## src/rtl/txn_pkg.sv

```systemverilog
// Shared types and constants for the request/response endpoint and its bench-side classes.
package txn_pkg;

  localparam int TXN_ADDR_W    = 4;
  localparam int TXN_DATA_W    = 8;
  localparam int TXN_NUM_REGS  = 12;
  localparam int TXN_RSP_DEPTH = 4;

  localparam logic OP_READ  = 1'b0;
  localparam logic OP_WRITE = 1'b1;

  typedef struct packed {
    logic                  write;
    logic [TXN_DATA_W-1:0] rdata;
    logic                  err;
  } rsp_t;

  function automatic logic addr_in_range(input logic [TXN_ADDR_W-1:0] addr,
                                         input int unsigned num_regs);
    return 32'(addr) < num_regs;
  endfunction

endpackage

```

## src/rtl/txn_rsp_fifo.sv

```systemverilog
// Synchronous response FIFO; storage is cleared on reset so the head never reads X.
module txn_rsp_fifo
  import txn_pkg::*;
#(
  parameter int DEPTH = 4
) (
  input  logic                       clk,
  input  logic                       reset,
  input  logic                       push,
  input  rsp_t                       push_data,
  input  logic                       pop,
  output rsp_t                       pop_data,
  output logic [$clog2(DEPTH+1)-1:0] count,
  output logic                       full,
  output logic                       empty
);

  localparam int PTR_W = $clog2(DEPTH);
  localparam int CNT_W = $clog2(DEPTH+1);

  rsp_t             mem_q [DEPTH];
  rsp_t             mem_d [DEPTH];
  logic [PTR_W-1:0] wr_ptr_q, wr_ptr_d;
  logic [PTR_W-1:0] rd_ptr_q, rd_ptr_d;
  logic [CNT_W-1:0] count_q, count_d;
  logic             do_push, do_pop;

  assign full     = (count_q == CNT_W'(DEPTH));
  assign empty    = (count_q == '0);
  assign do_push  = push & ~full;
  assign do_pop   = pop & ~empty;
  assign pop_data = mem_q[rd_ptr_q];
  assign count    = count_q;

  // DEPTH is a power of two, so pointers wrap by plain overflow.
  always_comb begin
    mem_d    = mem_q;
    wr_ptr_d = wr_ptr_q;
    rd_ptr_d = rd_ptr_q;
    count_d  = count_q;
    if (do_push) begin
      mem_d[wr_ptr_q] = push_data;
      wr_ptr_d        = wr_ptr_q + PTR_W'(1);
    end
    if (do_pop) begin
      rd_ptr_d = rd_ptr_q + PTR_W'(1);
    end
    case ({do_push, do_pop})
      2'b10:   count_d = count_q + CNT_W'(1);
      2'b01:   count_d = count_q - CNT_W'(1);
      default: count_d = count_q;
    endcase
  end

  always_ff @(posedge clk) begin
    if (reset) begin
      for (int i = 0; i < DEPTH; i++) begin
        mem_q[i] <= '0;
      end
      wr_ptr_q <= '0;
      rd_ptr_q <= '0;
      count_q  <= '0;
    end else begin
      mem_q    <= mem_d;
      wr_ptr_q <= wr_ptr_d;
      rd_ptr_q <= rd_ptr_d;
      count_q  <= count_d;
    end
  end

endmodule

```

## src/rtl/txn_responder.sv

```systemverilog
// Request/response endpoint: register array, accept logic, response queue and transaction counter.
module txn_responder
  import txn_pkg::*;
#(
  parameter int ADDR_W    = TXN_ADDR_W,
  parameter int DATA_W    = TXN_DATA_W,  // must match TXN_DATA_W, the width carried in rsp_t
  parameter int NUM_REGS  = TXN_NUM_REGS,
  parameter int RSP_DEPTH = TXN_RSP_DEPTH
) (
  input  logic              clk,
  input  logic              reset,
  input  logic              req_valid,
  output logic              req_ready,
  input  logic              req_write,
  input  logic [ADDR_W-1:0] req_addr,
  input  logic [DATA_W-1:0] req_wdata,
  output logic              rsp_valid,
  input  logic              rsp_ready,
  output logic              rsp_write,
  output logic [DATA_W-1:0] rsp_rdata,
  output logic              rsp_err,
  output logic [15:0]       txn_count
);

  localparam int CNT_W = $clog2(RSP_DEPTH+1);

  logic [DATA_W-1:0] regs_q [NUM_REGS];
  logic [DATA_W-1:0] regs_d [NUM_REGS];
  logic [15:0]       txn_count_q, txn_count_d;
  logic [DATA_W-1:0] rd_val;
  logic              accept, in_range, rsp_pop;
  logic              fifo_empty, unused_fifo_full;
  logic [CNT_W-1:0]  fifo_count;
  rsp_t              push_rsp, head_rsp;

  // Ready comes only from the registered fill level, never from rsp_ready.
  assign req_ready = (fifo_count < CNT_W'(RSP_DEPTH));
  assign accept    = req_valid & req_ready;
  assign rsp_valid = ~fifo_empty;
  assign rsp_pop   = rsp_valid & rsp_ready;
  assign txn_count = txn_count_q;

  assign rsp_write = rsp_valid & head_rsp.write;
  assign rsp_rdata = rsp_valid ? head_rsp.rdata : '0;
  assign rsp_err   = rsp_valid & head_rsp.err;

  always_comb begin
    regs_d      = regs_q;
    rd_val      = '0;
    txn_count_d = txn_count_q;
    in_range    = addr_in_range(req_addr, NUM_REGS);
    for (int i = 0; i < NUM_REGS; i++) begin
      if (req_addr == ADDR_W'(i)) begin
        rd_val = regs_q[i];
        if (accept && req_write == OP_WRITE) begin
          regs_d[i] = req_wdata;
        end
      end
    end
    // Read data is the pre-edge register value; writes and errors return zero.
    push_rsp.write = req_write;
    push_rsp.err   = ~in_range;
    push_rsp.rdata = (req_write == OP_READ && in_range) ? rd_val : '0;
    if (accept) begin
      txn_count_d = txn_count_q + 16'd1;
    end
  end

  always_ff @(posedge clk) begin
    if (reset) begin
      for (int i = 0; i < NUM_REGS; i++) begin
        regs_q[i] <= '0;
      end
      txn_count_q <= '0;
    end else begin
      regs_q      <= regs_d;
      txn_count_q <= txn_count_d;
    end
  end

  txn_rsp_fifo #(
    .DEPTH(RSP_DEPTH)
  ) u_rsp_fifo (
    .clk      (clk),
    .reset    (reset),
    .push     (accept),
    .push_data(push_rsp),
    .pop      (rsp_pop),
    .pop_data (head_rsp),
    .count    (fifo_count),
    .full     (unused_fifo_full),
    .empty    (fifo_empty)
  );

endmodule

```

## config.mk

```make
export PLATFORM = sky130hd
export DESIGN_NAME = txn_responder
export DESIGN_NICKNAME = d
export VERILOG_FILES = /design/src/rtl/txn_pkg.sv /design/src/rtl/txn_rsp_fifo.sv /design/src/rtl/txn_responder.sv
export SDC_FILE = /design/constraint.sdc
export NUM_CORES = 1
export LEC_CHECK = 0
export CORE_MARGIN = 3
export CORE_UTILIZATION = 50
export CTS_CLUSTER_DIAMETER = 50
export DETAILED_ROUTE_END_ITERATION = 16
export GPL_TIMING_DRIVEN = 0
export PLACE_DENSITY = 0.71
export SLEW_MARGIN = 15
export SYNTH_ARGS = -nofsm -noshare
export SYNTH_HDL_FRONTEND = slang
export SYNTH_SLANG_ARGS = --single-unit
export TNS_END_PERCENT = 100
```

## constraint.sdc

```tcl
create_clock -name clk -period 1.85 [get_ports clk]
set_input_delay 0.2775 -clock clk [delete_from_list [all_inputs] [get_ports clk]]
set_output_delay 0.2775 -clock clk [all_outputs]
set_load 0.1 [all_outputs]
```

==> flow_summary.html <==
<table>
<tr><th>Metric</th><th>Value</th></tr>
<tr><th colspan="2">Route</th></tr>
<tr><td>Antenna violation net count after detailed routing</td><td>0</td></tr>
<tr><td>Drt first pass iters</td><td>5</td></tr>
<tr><td>Total via count after detailed routing</td><td>6,603</td></tr>
<tr><td>Starting DRT DRC Count</td><td>557</td></tr>
<tr><td>Residual DRC</td><td>0</td></tr>
<tr><td>Final wirelength</td><td>21,700 um</td></tr>
<tr><td>Routed wire per std cell</td><td>19.7 um</td></tr>
<tr><td>Drt via density</td><td>5.98</td></tr>
<tr><th colspan="2">Critical path</th></tr>
<tr><td>Required time at the endpoint of the critical path</td><td>1570 ps</td></tr>
<tr><td>Crit path kind</td><td>reg -&gt; out</td></tr>
<tr><td>Critical path's largest stage delay</td><td>530 ps</td></tr>
<tr><td>Biggest fanout along the worst timing path</td><td>5</td></tr>
<tr><td>Cell family contributing the most delay on the critical path</td><td>multiplexers</td></tr>
<tr><td>Worst Setup End Kind</td><td>output port</td></tr>
<tr><td>Critical-path top delay cell</td><td>sky130_fd_sc_hd__mux4_2</td></tr>
<tr><td>Series of cell instances along the critical path</td><td>buf_12, mux4_2, and2_4, buf_12</td></tr>
<tr><td>Data arrival, critical path</td><td>1820 ps</td></tr>
<tr><td>Most used cell, CP</td><td>sky130_fd_sc_hd__buf_12</td></tr>
<tr><td>Crit Reg-Reg Startpoint</td><td>u_rsp_fifo.count[2]</td></tr>
<tr><td>Buf/Inv on CP</td><td>2</td></tr>
<tr><td>CP startpoint kind</td><td>flip-flop</td></tr>
<tr><td>Worst setup startpoint</td><td>u_rsp_fifo.rd_ptr_q[0]</td></tr>
<tr><th colspan="2">Timing</th></tr>
<tr><td>Final count of pins violating max slew</td><td>0</td></tr>
<tr><td>Worst Tran Pin Value</td><td>671 ps</td></tr>
<tr><td>Final-report setup violation count</td><td>11</td></tr>
<tr><td>Hold Fails Final Rpt</td><td>0</td></tr>
<tr><td>Setup TNS</td><td>-1930 ps</td></tr>
<tr><td>Post-route minimum period</td><td>2100 ps</td></tr>
<tr><td>Worst Setup Slack, final</td><td>-250 ps</td></tr>
<tr><td>Peak clock frequency supported by timing</td><td>0.476 GHz</td></tr>
<tr><td>Period utilization</td><td>114%</td></tr>
<tr><td>Setup repair after global routing missed its margin</td><td>yes</td></tr>
<tr><td>Final Skew</td><td>7.40 ps</td></tr>
<tr><td>Worst relative slew slack</td><td>55.3%</td></tr>
<tr><th colspan="2">Synth</th></tr>
<tr><td>Cell accounting for the most synthesized area</td><td>sky130_fd_sc_hd__dfxtp_1</td></tr>
<tr><td>Number of distinct library cells after synthesis</td><td>69</td></tr>
<tr><td>Synth Cell Area</td><td>7570 um2</td></tr>
<tr><td>Synthesis Warnings</td><td>0</td></tr>
<tr><td>Seq cells post-synth</td><td>159</td></tr>
<tr><td>Number of enable-type register cells in the synthesized netlist</td><td>0</td></tr>
<tr><td>Async set-reset flop share out of synthesis</td><td>0%</td></tr>
<tr><td>Dominant cell by count in the synthesized netlist</td><td>sky130_fd_sc_hd__dfxtp_1</td></tr>
<tr><td>Leading cell types by count after synthesis</td><td>sky130_fd_sc_hd__dfxtp_1, sky130_fd_sc_hd__nor2_1, sky130_fd_sc_hd__mux2i_1, sky130_fd_sc_hd__nand2_1, sky130_fd_sc_hd__a21oi_1</td></tr>
<tr><td>Seq/Total Area, Yosys</td><td>42.0%</td></tr>
<tr><td>Mean Syn Cell Area</td><td>9.32 um2</td></tr>
<tr><td>Share of Yosys cell area claimed by the top area cell type</td><td>42.0%</td></tr>
<tr><td>Synthesized netlist net count</td><td>836</td></tr>
<tr><td>Most frequently used flop master after synthesis</td><td>sky130_fd_sc_hd__dfxtp_1</td></tr>
<tr><td>Post-Synthesis Cells</td><td>812</td></tr>
<tr><td>Dominant cells by area after synthesis</td><td>sky130_fd_sc_hd__dfxtp_1, sky130_fd_sc_hd__mux2i_1, sky130_fd_sc_hd__nor2_1</td></tr>
<tr><th colspan="2">Clocking</th></tr>
<tr><td>CTS tree</td><td>done</td></tr>
<tr><td>Maximum clock path buffer count</td><td>2</td></tr>
<tr><td>Cell chosen for the clock root</td><td>sky130_fd_sc_hd__clkbuf_16</td></tr>
<tr><td>Clock buffers created by TritonCTS</td><td>17</td></tr>
<tr><td>Clock net sink count</td><td>159</td></tr>
<tr><td>Later-pin clock latency in the skew report</td><td>430 ps</td></tr>
<tr><td>Clock edge transition at the registers on the reported setup and hold paths</td><td>60 ps</td></tr>
<tr><td>Total of hold buffers inserted after clock tree synthesis</td><td>0</td></tr>
<tr><td>H-tree Lvls</td><td>4</td></tr>
<tr><th colspan="2">Finish</th></tr>
<tr><td>Fin util</td><td>65.1%</td></tr>
<tr><td>Number of nets at the end of the flow</td><td>932</td></tr>
<tr><td>Register area</td><td>3210 um2</td></tr>
<tr><td>Fill count</td><td>1,143</td></tr>
<tr><td>Share of final-layout standard cells stronger than drive strength 1</td><td>24.8%</td></tr>
<tr><td>Layout overhead on the synthesized area</td><td>26.4%</td></tr>
<tr><td>Total non-filler cell area in the finished layout</td><td>9570 um2</td></tr>
<tr><td>Count of inserted antenna diode cells</td><td>0</td></tr>
<tr><td>Area of the multi-input gates</td><td>4200 um2</td></tr>
<tr><th colspan="2">Floorplanning</th></tr>
<tr><td>Height of the chip</td><td>129 um</td></tr>
<tr><td>Initial Util</td><td>51.5%</td></tr>
<tr><td>Number of rows created at floorplan</td><td>44</td></tr>
<tr><td>Placeable core region</td><td>14,700 um2</td></tr>
<tr><td>Width of the die</td><td>129 um</td></tr>
<tr><td>Total I/O pin count</td><td>45</td></tr>
<tr><td>Die Area</td><td>16,700 um2</td></tr>
<tr><th colspan="2">Power</th></tr>
<tr><td>Total power</td><td>10,100 uW</td></tr>
<tr><td>Leakage power of the design</td><td>0.00367 uW</td></tr>
<tr><td>VDD IR-drop max</td><td>0.765 mV</td></tr>
<tr><td>Pwr Density</td><td>1050 nW/um2</td></tr>
<tr><th colspan="2">Global route</th></tr>
<tr><td>All-layer global routing usage</td><td>26.3%</td></tr>
<tr><td>Total gr overflow</td><td>0</td></tr>
<tr><td>Number of global-route vias before repair</td><td>6,481</td></tr>
<tr><td>Global-route wire length before repair</td><td>34,200 um</td></tr>
<tr><td>Maximum number of pins on one net before global-route repair</td><td>17</td></tr>
<tr><td>GR peak layer</td><td>met2</td></tr>
<tr><td>GR Util met2</td><td>42.4%</td></tr>
<tr><td>Number of antenna violations at the first check in global routing</td><td>0</td></tr>
<tr><td>Grt met1 use</td><td>34.7%</td></tr>
<tr><td>Met3 capacity usage during global routing</td><td>4.62%</td></tr>
<tr><th colspan="2">Outcome</th></tr>
<tr><td>Violations in the final reports</td><td>negative setup slack</td></tr>
<tr><td>Result of the run</td><td>complete, but fails checks</td></tr>
<tr><th colspan="2">Placement</th></tr>
<tr><td>Worst setup timing slack at the placement stage</td><td>-1070 ps</td></tr>
<tr><td>Gp weighted congestion</td><td>0.943</td></tr>
<tr><td>IO buf count</td><td>42</td></tr>
<tr><td>Area of placed instances</td><td>8280 um2</td></tr>
<tr><td>Final HPWL DP</td><td>14,900 um</td></tr>
<tr><th colspan="2">Run</th></tr>
<tr><td>MaxCap Viol Count</td><td>0</td></tr>
<tr><th colspan="2">Worst hold path</th></tr>
<tr><td>Min-delay worst type</td><td>in -&gt; reg</td></tr>
<tr><td>Worst Min Path Start</td><td>req_write</td></tr>
</table>
[stage by stage]
stage / hold slack (ps) / std cells
floorplan: 425 / 812
global placement: 439 / 1038
detailed placement: 450 / 1038
CTS: 200 / 1088
global route: 217 / 1105
finish: 216 / 1105
[worst min-delay path: stages]
cell and delay [ps]:
sky130_fd_sc_hd__buf_2 180, sky130_fd_sc_hd__nand2_1 80, sky130_fd_sc_hd__a21oi_1 50
[logic make-up after synthesis]
logic type               count (synthesis)  share of synthesized area, %
AO/OA/AOI/OAI                          144                          13.2
adder cells (fa/ha/maj)                  7                          1.26
buffers and inverters                   70                          4.71
multiplexers                           105                          15.9
flip-flops                             159                          42.0
AND/OR/NAND/NOR                        311                          21.1
XOR/XNOR                                16                          1.85
[layer usage]
layer / up-vias / share of wire (%)
li1: 3069 / -
met2: 272 / 48
met5: - / 0
met3: 35 / 6.9
met1: 3227 / 43
met4: 0 / 2.6
[where the power goes]
part | switching, uW | total, uW | internal [uW]
clock network | 1400 | 3870 | 2460
registers | 117 | 3700 | 3580
logic | 1490 | 2520 | 1030
[timing repair]
action	4_1_cts	5_1_grt
gates resized for setup	197	24
endpoints found under the setup margin	125	112
gates cloned	1	0
pin swaps	14	11
setup buffers	17	17
[cell usage in the layout (no fill, tap or decap), types with 5 or more instances in the layout]
cell	synthesis	layout
sky130_fd_sc_hd__nor3b_1	6	6
sky130_fd_sc_hd__nor2_1	118	117
sky130_fd_sc_hd__nand2b_1	5	5
sky130_fd_sc_hd__o22ai_1	7	7
sky130_fd_sc_hd__nor2b_1	6	6
sky130_fd_sc_hd__o41ai_1	8	6
sky130_fd_sc_hd__mux2i_1	84	83
sky130_fd_sc_hd__buf_12	0	13
sky130_fd_sc_hd__a211oi_1	13	11
sky130_fd_sc_hd__clkbuf_16	0	17
sky130_fd_sc_hd__buf_6	5	13
sky130_fd_sc_hd__and2_4	0	11
sky130_fd_sc_hd__a211oi_2	5	7
sky130_fd_sc_hd__and2_1	20	9
sky130_fd_sc_hd__a22oi_2	2	5
sky130_fd_sc_hd__or3_1	8	7
sky130_fd_sc_hd__a21oi_1	60	59
sky130_fd_sc_hd__dfxtp_2	0	13
sky130_fd_sc_hd__o21ai_0	12	12
sky130_fd_sc_hd__clkdlybuf4s15_2	0	17
sky130_fd_sc_hd__ha_1	6	5
sky130_fd_sc_hd__mux4_2	10	10
sky130_fd_sc_hd__inv_1	9	6
sky130_fd_sc_hd__nand3_1	40	39
sky130_fd_sc_hd__clkbuf_1	32	31
sky130_fd_sc_hd__xnor2_1	8	8
sky130_fd_sc_hd__mux2_2	10	10
sky130_fd_sc_hd__nand3b_1	9	9
sky130_fd_sc_hd__clkdlybuf4s50_1	0	9
sky130_fd_sc_hd__dfxtp_1	159	142
sky130_fd_sc_hd__nand2_1	62	62
sky130_fd_sc_hd__xor2_1	8	8
sky130_fd_sc_hd__buf_2	14	9
sky130_fd_sc_hd__bufinv_16	0	5
sky130_fd_sc_hd__buf_4	4	35
[sequential cells by signal, indices dropped and copies added, names as in the netlist]
name,count
txn_count,16
u_rsp_fifo.wr_ptr_q,2
regs_q,96
u_rsp_fifo.mem_q,40
u_rsp_fifo.rd_ptr_q,2
u_rsp_fifo.count,3
[worst paths after layout]
check	cells after the start	slack (ps)	endpoint
worst min register to register	2	460	regs_q[88]
worst max register to register	10	-80	u_rsp_fifo.count[2]
worst max-delay path	4	-250	rsp_rdata[6]
worst min-delay path	3	220	u_rsp_fifo.mem_q[39]
[area by class of cell]
| class | instances | area share [%] |
|---|---|---|
| plain buffers | 60 | 3.97 |
| inverters | 10 | 0.458 |
| repair buffers | 77 | 8.96 |
| flip-flops and latches | 159 | 33.6 |
| clock inverters | 10 | 1.92 |
| multi-input cells | 583 | 43.8 |
| clock buffers | 22 | 4.85 |
| well taps | 184 | 2.41 |
No activity file was read; power rests on OpenSTA's default activity.
